[config.mk]
export PLATFORM = sky130hd
export DESIGN_NAME = clint_axi_slave
export DESIGN_NICKNAME = d
export VERILOG_FILES = /design/src/rtl/clint_axi_slave.sv
export SDC_FILE = /design/constraint.sdc
export NUM_CORES = 1
export LEC_CHECK = 0
export CAP_MARGIN = 20
export CORE_MARGIN = 3
export CORE_UTILIZATION = 51
export DETAILED_ROUTE_END_ITERATION = 6
export PLACE_DENSITY = 0.9
export RECOVER_POWER = 25
export SLEW_MARGIN = 10
export SYNTH_ARGS = -nofsm -noshare
export SYNTH_HDL_FRONTEND = slang
export SYNTH_SLANG_ARGS = --single-unit
[constraint.sdc]
create_clock -name clk_i -period 9.2 [get_ports clk_i]
set_input_delay 1.84 -clock clk_i [delete_from_list [all_inputs] [get_ports clk_i]]
set_output_delay 1.84 -clock clk_i [all_outputs]
set_load 0.02 [all_outputs]
[src/rtl/clint_axi_slave.sv]
// ---------------------------------------------------------------------------
// clint_axi_slave
//
// Purpose: AXI4 responder for the CLINT window of the CVA6 wrapper SoC. It
// holds a per-hart msip bit, a per-hart 64-bit mtimecmp and a shared 64-bit
// mtime counter advanced by rising edges of rtc_i. It drives the machine
// timer interrupt (mtime >= mtimecmp) and the machine software interrupt
// (msip) of every hart.
//
// Register map (offset = addr[19:0], decoded per 8-byte beat):
//   0x0000 + 4h  msip[h]     bit 0 only, lane 0 or lane 4 by addr[2]
//   0x4000 + 8h  mtimecmp[h] 64 bits
//   0xBFF8       mtime       64 bits
//   other        read 0 / write dropped, response DECERR
//
// Ports:
//   clk_i, rst_i         clock, asynchronous active-high reset
//   rtc_i                real-time tick; every rising edge adds 1 to mtime
//   aw_* / w_* / b_*     AXI4 write address, data and response channels
//   ar_* / r_*           AXI4 read address and data channels
//   timer_irq_o[h]       registered mtime >= mtimecmp[h]
//   ipi_o[h]             msip[h]
//
// Handshake rule on every channel: a transfer takes place on a rising clk
// edge where valid and ready are both high; a source keeps valid and its
// payload stable until that edge.
//
// Build option: define CLINT_RTC_SYNC_EN to pass rtc_i through a two-flop
// synchronizer ahead of the edge detector (rtc_i asynchronous to clk_i).
// Without it rtc_i is taken as synchronous and edge-detected directly.
// ---------------------------------------------------------------------------
module clint_axi_slave #(
   parameter int unsigned NrHarts      = 1,
   parameter int unsigned AxiIdWidth   = 3,
   parameter int unsigned AxiAddrWidth = 64
) (
   input  logic                    clk_i,
   input  logic                    rst_i,
   input  logic                    rtc_i,
   input  logic                    aw_valid_i,
   output logic                    aw_ready_o,
   input  logic [AxiIdWidth-1:0]   aw_id_i,
   input  logic [AxiAddrWidth-1:0] aw_addr_i,
   input  logic [7:0]              aw_len_i,
   input  logic                    w_valid_i,
   output logic                    w_ready_o,
   input  logic [63:0]             w_data_i,
   input  logic [7:0]              w_strb_i,
   input  logic                    w_last_i,
   output logic                    b_valid_o,
   input  logic                    b_ready_i,
   output logic [AxiIdWidth-1:0]   b_id_o,
   output logic [1:0]              b_resp_o,
   input  logic                    ar_valid_i,
   output logic                    ar_ready_o,
   input  logic [AxiIdWidth-1:0]   ar_id_i,
   input  logic [AxiAddrWidth-1:0] ar_addr_i,
   input  logic [7:0]              ar_len_i,
   output logic                    r_valid_o,
   input  logic                    r_ready_i,
   output logic [AxiIdWidth-1:0]   r_id_o,
   output logic [63:0]             r_data_o,
   output logic [1:0]              r_resp_o,
   output logic                    r_last_o,
   output logic [NrHarts-1:0]      timer_irq_o,
   output logic [NrHarts-1:0]      ipi_o
);

   typedef enum logic [1:0] {IDLE, WDATA, WRESP, RDATA} state_t;

   localparam logic [19:0] MtimeOff = 20'h0BFF8;
   localparam logic [19:0] CmpBase  = 20'h04000;
   localparam logic [1:0]  RespOkay = 2'b00;
   localparam logic [1:0]  RespDec  = 2'b11;

   // ------------------------------------------------------------------
   // RTC edge detection
   // ------------------------------------------------------------------
   logic rtc_tick;

`ifdef CLINT_RTC_SYNC_EN
   logic rtc_s1, rtc_s2, rtc_prev;

   always_ff @(posedge clk_i or posedge rst_i) begin
      if (rst_i) begin
         rtc_s1   <= 1'b0;
         rtc_s2   <= 1'b0;
         rtc_prev <= 1'b0;
      end else begin
         rtc_s1   <= rtc_i;
         rtc_s2   <= rtc_s1;
         rtc_prev <= rtc_s2;
      end
   end

   assign rtc_tick = rtc_s2 & ~rtc_prev;
`else
   logic rtc_prev;

   always_ff @(posedge clk_i or posedge rst_i) begin
      if (rst_i) rtc_prev <= 1'b0;
      else       rtc_prev <= rtc_i;
   end

   assign rtc_tick = rtc_i & ~rtc_prev;
`endif

   // ------------------------------------------------------------------
   // State
   // ------------------------------------------------------------------
   state_t                  state;
   logic [19:0]             addr_q;
   logic [7:0]              len_q;
   logic [7:0]              beat_q;
   logic [AxiIdWidth-1:0]   id_q;
   logic                    decerr_q;
   logic                    last_write;   // last grant went to the write side
   logic [63:0]             mtime;
   logic [63:0]             mtimecmp [NrHarts];
   logic [NrHarts-1:0]      msip;

   // Arbitration: on a tie the channel not served last wins.
   assign aw_ready_o = (state == IDLE) && aw_valid_i && (!ar_valid_i || !last_write);
   assign ar_ready_o = (state == IDLE) && ar_valid_i && (!aw_valid_i || last_write);
   assign w_ready_o  = (state == WDATA);

   logic aw_hs, ar_hs, w_hs;
   assign aw_hs = aw_valid_i && aw_ready_o;
   assign ar_hs = ar_valid_i && ar_ready_o;
   assign w_hs  = w_valid_i && w_ready_o;

   assign ipi_o = msip;

   // ------------------------------------------------------------------
   // Read decode: beat 0 comes from the AR address, later beats from the
   // address following the beat currently presented.
   // ------------------------------------------------------------------
   logic [19:0] rd_addr;
   logic [19:0] rd_off;
   logic [63:0] rd_data;
   logic        rd_err;

   assign rd_addr = (state == RDATA) ? addr_q + 20'd8 : ar_addr_i[19:0];
   assign rd_off  = {rd_addr[19:3], 3'b000};

   always_comb begin
      rd_data = '0;
      rd_err  = 1'b1;
      if (rd_off == MtimeOff) begin
         rd_data = mtime;
         rd_err  = 1'b0;
      end
      for (int h = 0; h < NrHarts; h++) begin
         if (rd_off == CmpBase + 20'(8 * h)) begin
            rd_data = mtimecmp[h];
            rd_err  = 1'b0;
         end
         // Two msip words share one beat: even hart in lane 0, odd in lane 4.
         if (rd_addr[19:3] == 17'(h / 2)) begin
            rd_data[32 * (h % 2)] = msip[h];
            rd_err                = 1'b0;
         end
      end
   end

   // ------------------------------------------------------------------
   // Write decode for the current beat address
   // ------------------------------------------------------------------
   logic [19:0]        wr_off;
   logic               wr_mtime;
   logic [NrHarts-1:0] wr_cmp;
   logic [NrHarts-1:0] wr_msip;
   logic               wr_err;
   logic [63:0]        wmask;

   assign wr_off = {addr_q[19:3], 3'b000};

   always_comb begin
      wr_mtime = (wr_off == MtimeOff);
      wr_cmp   = '0;
      wr_msip  = '0;
      for (int h = 0; h < NrHarts; h++) begin
         wr_cmp[h]  = (wr_off == CmpBase + 20'(8 * h));
         wr_msip[h] = (addr_q[19:3] == 17'(h / 2));
      end
      wr_err = !(wr_mtime || (|wr_cmp) || (|wr_msip));
   end

   always_comb begin
      wmask = '0;
      for (int i = 0; i < 8; i++) wmask[8*i +: 8] = {8{w_strb_i[i]}};
   end

   // ------------------------------------------------------------------
   // CLINT registers and interrupts
   // ------------------------------------------------------------------
   always_ff @(posedge clk_i or posedge rst_i) begin
      if (rst_i) begin
         mtime       <= '0;
         msip        <= '0;
         timer_irq_o <= '0;
         for (int h = 0; h < NrHarts; h++) mtimecmp[h] <= '1;
      end else begin
         // A bus write to mtime beats a coincident tick.
         if (w_hs && wr_mtime)
            mtime <= (mtime & ~wmask) | (w_data_i & wmask);
         else if (rtc_tick)
            mtime <= mtime + 64'd1;
         for (int h = 0; h < NrHarts; h++) begin
            if (w_hs && wr_cmp[h])
               mtimecmp[h] <= (mtimecmp[h] & ~wmask) | (w_data_i & wmask);
            if (w_hs && wr_msip[h] && w_strb_i[4 * (h % 2)])
               msip[h] <= w_data_i[32 * (h % 2)];
            timer_irq_o[h] <= (mtime >= mtimecmp[h]);
         end
      end
   end

   // ------------------------------------------------------------------
   // Transaction FSM
   // ------------------------------------------------------------------
   logic beat_err;
   assign beat_err = decerr_q | wr_err;

   always_ff @(posedge clk_i or posedge rst_i) begin
      if (rst_i) begin
         state      <= IDLE;
         addr_q     <= '0;
         len_q      <= '0;
         beat_q     <= '0;
         id_q       <= '0;
         decerr_q   <= 1'b0;
         last_write <= 1'b0;
         b_valid_o  <= 1'b0;
         b_id_o     <= '0;
         b_resp_o   <= RespOkay;
         r_valid_o  <= 1'b0;
         r_id_o     <= '0;
         r_data_o   <= '0;
         r_resp_o   <= RespOkay;
         r_last_o   <= 1'b0;
      end else begin
         case (state)
            IDLE: begin
               if (aw_hs) begin
                  state      <= WDATA;
                  addr_q     <= aw_addr_i[19:0];
                  len_q      <= aw_len_i;
                  id_q       <= aw_id_i;
                  beat_q     <= '0;
                  decerr_q   <= 1'b0;
                  last_write <= 1'b1;
               end else if (ar_hs) begin
                  state      <= RDATA;
                  addr_q     <= ar_addr_i[19:0];
                  len_q      <= ar_len_i;
                  id_q       <= ar_id_i;
                  beat_q     <= '0;
                  last_write <= 1'b0;
                  r_valid_o  <= 1'b1;
                  r_id_o     <= ar_id_i;
                  r_data_o   <= rd_data;
                  r_resp_o   <= rd_err ? RespDec : RespOkay;
                  r_last_o   <= (ar_len_i == 8'd0);
               end
            end
            WDATA: begin
               if (w_hs) begin
                  addr_q   <= addr_q + 20'd8;
                  beat_q   <= beat_q + 8'd1;
                  decerr_q <= beat_err;
                  // A burst that overruns its length is cut at beat len.
                  if (w_last_i || beat_q == len_q) begin
                     state     <= WRESP;
                     b_valid_o <= 1'b1;
                     b_id_o    <= id_q;
                     b_resp_o  <= beat_err ? RespDec : RespOkay;
                  end
               end
            end
            WRESP: begin
               if (b_ready_i) begin
                  b_valid_o <= 1'b0;
                  state     <= IDLE;
               end
            end
            RDATA: begin
               if (r_ready_i) begin
                  if (r_last_o) begin
                     r_valid_o <= 1'b0;
                     r_last_o  <= 1'b0;
                     state     <= IDLE;
                  end else begin
                     addr_q   <= addr_q + 20'd8;
                     beat_q   <= beat_q + 8'd1;
                     r_data_o <= rd_data;
                     r_resp_o <= rd_err ? RespDec : RespOkay;
                     r_last_o <= (beat_q + 8'd1 == len_q);
                  end
               end
            end
            default: state <= IDLE;
         endcase
      end
   end

   // Address bits above the 1 MiB window and below the beat size are not decoded.
   logic unused_bits;
   assign unused_bits = ^{aw_addr_i[AxiAddrWidth-1:20], ar_addr_i[AxiAddrWidth-1:20],
                          addr_q[2:0], rd_addr[2:0]};

endmodule

==> results.json <==
{
  "seqPwrFrac_pct": 37.9,
  "p_comb_share_pct": 27.4,
  "fin_skew_ps": 20.61,
  "postSynthCellCount": 1531,
  "die_width_um": 173.7,
  "hold-path-cell-count": 2,
  "synth_cell_type_count": 80,
  "io-pin-count": 313,
  "hp-class": "reg -> reg",
  "detail_route.wl_per_cell_um": 21.38,
  "yosysSeqAreaShare_pct": 43.49,
  "grt_start_max_net_pins": 108,
  "drc": 0,
  "hold_viol": 0,
  "end_kind": "output port",
  "ir_drop_uv": 144.8,
  "fp-row-count": 60,
  "worstMarginPinSlew_ps": 4721,
  "cts_root_buf": "sky130_fd_sc_hd__clkbuf_16",
  "yosys.area_share.simple_pct": 18.14,
  "fin_nets": 2012,
  "synth_top_family_by_area": "compound AO/OA/AOI/OAI gates",
  "ratio_of_cells_with_drive_above_1_in_the_final_layout_pct": 12.39,
  "setup_slack_reg_to_reg_ps": 4920,
  "number_of_cells_on_the_worst_reg_to_reg_path": 11,
  "largest_driver_fanout_on_the_critical_path": 40,
  "die-height_um": 173.7,
  "timing.critical_path.cells": "dlygate4sd3_1, nand3_1, clkbuf_1, inv_1, clkdlybuf4s50_1",
  "synth_async_sr_flop_share_pct": 100.0,
  "start_util_pct": 52.48,
  "intPower_mw": 2.381,
  "synth.ff_latch_count": 246,
  "cpLargestDelayFamily": "buffers and inverters",
  "synthAdderAreaFrac_pct": 5.933,
  "cp-start-kind": "input pin",
  "criticalPathCategory": "in -> out",
  "synth_compound_area_share_pct": 20.23,
  "first_iteration_detailed_routing_drc_count": 1460,
  "syn_area_mm2": 0.01434,
  "critPathBufInv": 4,
  "core-area_mm2": 0.02733,
  "worst_skew_pair.late_latency_ps": 550,
  "number_of_flops_mapped_to_enable_cells_by_yosys": 0,
  "num_vias": 13670,
  "grt_first_pass_wirelength_mm": 71.80,
  "synth_mux_area_share_pct": 5.977,
  "synth_nets": 1830,
  "yosys.cell_count.top_type": "sky130_fd_sc_hd__dfrtp_1",
  "final_antenna_net_count": 0,
  "number_of_antenna_violations_at_the_first_check_in_global_routing": 7,
  "cts.sinks": 246,
  "synth.top_cells.by_count": "182 x sky130_fd_sc_hd__dfrtp_1, 167 x sky130_fd_sc_hd__nand2_1, 117 x sky130_fd_sc_hd__nor2_1, 86 x sky130_fd_sc_hd__o21ai_1, 74 x sky130_fd_sc_hd__inv_1",
  "globalplace.congestion": 0.9022,
  "globalRoute.totalOverflow": 0,
  "post-cts-setup-buffers": 0,
  "netSwitchingFraction_pct": 34.44,
  "synth_warnings": 0,
  "timing.final.crit_share_pct": 79.07,
  "dominant_synthesized_flop_cell": "sky130_fd_sc_hd__dfrtp_1",
  "io_buffer_count": 218,
  "synth_xor_xnor_area_share_pct": 1.527,
  "leakage_nw": 7.468,
  "period_needed_ps": 7275,
  "violations": "capacitance limit, slew limit",
  "dp_hpwl_mm": 30.61,
  "crit_arrival_ps": 5430,
  "maxCapViolations": 3,
  "route.final.wire_length_mm": 45.15,
  "cp_slowest_cell": "sky130_fd_sc_hd__clkbuf_1",
  "clockBufferDepth": 3,
  "via_per_inst": 6.474,
  "numCtsBuffers": 28,
  "clock_power_share_pct": 34.8,
  "ctsHoldBuffers": 0,
  "postLayoutCoreUtil_pct": 65.33,
  "path_depth": 5,
  "slew_headroom_pct": -216.4,
  "yosys.area.top_type_share_pct": 31.76,
  "worst_path_largest_cell_delay_ps": 1340,
  "cts_tree": "built",
  "synth.top_cells.by_area": "sky130_fd_sc_hd__dfrtp_1 32%, sky130_fd_sc_hd__dfstp_2 12%, sky130_fd_sc_hd__ha_1 5.9%",
  "synth_area_leader_cell": "sky130_fd_sc_hd__dfrtp_1",
  "grt_pass1_vias": 13520,
  "layout-area-overhead-vs-synth_pct": 24.49,
  "power.switching_mw": 1.250,
  "cts-resized-gates": 0,
  "max_clock_freq_mhz": 137.5,
  "run_status": "finished, violations left",
  "cellPowerDensity_mw_per_mm2": 203.4,
  "rsz_0062_raised_after_global_routing": "no",
  "detail_route.first_pass.iterations": 6,
  "floorplan.die_area_mm2": 0.03017,
  "post_route_setup_tns_ps": 0,
  "clkTransAtPathRegs_ps": 60,
  "final_max_slew_violation_count": 178,
  "globalRouteTotalUtil_pct": 28.89,
  "final-setup-viol-count": 0,
  "cts_max_level": 1,
  "postSynthAreaPerCell_um2": 9.366,
  "critical_path_required_ps": 7360
}
## cells by family after synthesis
kind of cell	Yosys count
compound gates	428
xor+xnor	25
fa+ha+maj	68
buf+inv	161
flops	246
mux	77
simple gates	526
## layer usage
layer	global-route usage [%]	vias to the layer above	share of wire (%)
met2	47.73	816	47
li1	-	6083	-
met5	0	-	0.080
met4	11.93	6	4.5
met3	5.475	159	9.5
met1	37.51	6609	39
## metrics by stage
step / setup slack, ps / total power [mW] / instance area (um^2) / hold slack, ps / cells
after floorplan: 707.7 / 2.006 / 14340 / 460.7 / 1531
after global placement: 3453 / 2.312 / 16770 / 458.8 / 2053
after detailed placement: 3429 / 2.350 / 16770 / 462.3 / 2053
after CTS: 3434 / 3.616 / 17810 / 476.8 / 2105
after global routing: 1743 / 3.793 / 17850 / 496.4 / 2111
final: 1925 / 3.631 / 17850 / 473.8 / 2112
## layout by cell type (no fill, tap or decap), types with 64 or more instances in the layout
| master | instances |
|---|---|
| sky130_fd_sc_hd__clkdlybuf4s50_1 | 213 |
| sky130_fd_sc_hd__dfrtp_1 | 182 |
| sky130_fd_sc_hd__nand2_1 | 167 |
| sky130_fd_sc_hd__nor2_1 | 117 |
| sky130_fd_sc_hd__o21ai_1 | 86 |
| sky130_fd_sc_hd__inv_1 | 74 |
| sky130_fd_sc_hd__ha_1 | 68 |
| sky130_fd_sc_hd__a32oi_1 | 66 |
| sky130_fd_sc_hd__dfstp_2 | 64 |
## final cells by class
class	count	area, um^2
fill	2088	9474
multi-input combinational	1124	7476
sequential	246	6236
timing repair buffer	235	2326
clock buffer	36	770.7
tap	372	465.4
inverter	78	294.0
clock inverter	16	271.5
antenna	5	12.51
## final timing paths
check | from | to
max reg2reg | addr_q[3] | r_data_o[15]
min in group asynchronous | rst_i | r_data_o[10]
max in group asynchronous | rst_i | async pin
min reg2reg | r_id_o[2] | r_id_o[2]
max | aw_valid_i | aw_ready_o
min | r_id_o[2] | r_id_o[2]
## tightest hold or removal path, stage by stage, from the launching register on
cell and delay, ps:
sky130_fd_sc_hd__dfrtp_1 340, sky130_fd_sc_hd__nand2_1 50, sky130_fd_sc_hd__nand2_1 60
## power groups by stage
stage                     Clock (mW)  Combinational (mW)  Sequential, mW
after floorplan                    0               0.672            1.33
after global placement             0               0.938            1.37
after detailed placement           0               0.967            1.38
after CTS                       1.27               0.981            1.37
after global routing            1.31                1.09            1.39
final                           1.26               0.993            1.37
(Power assumes the default switching activity.)
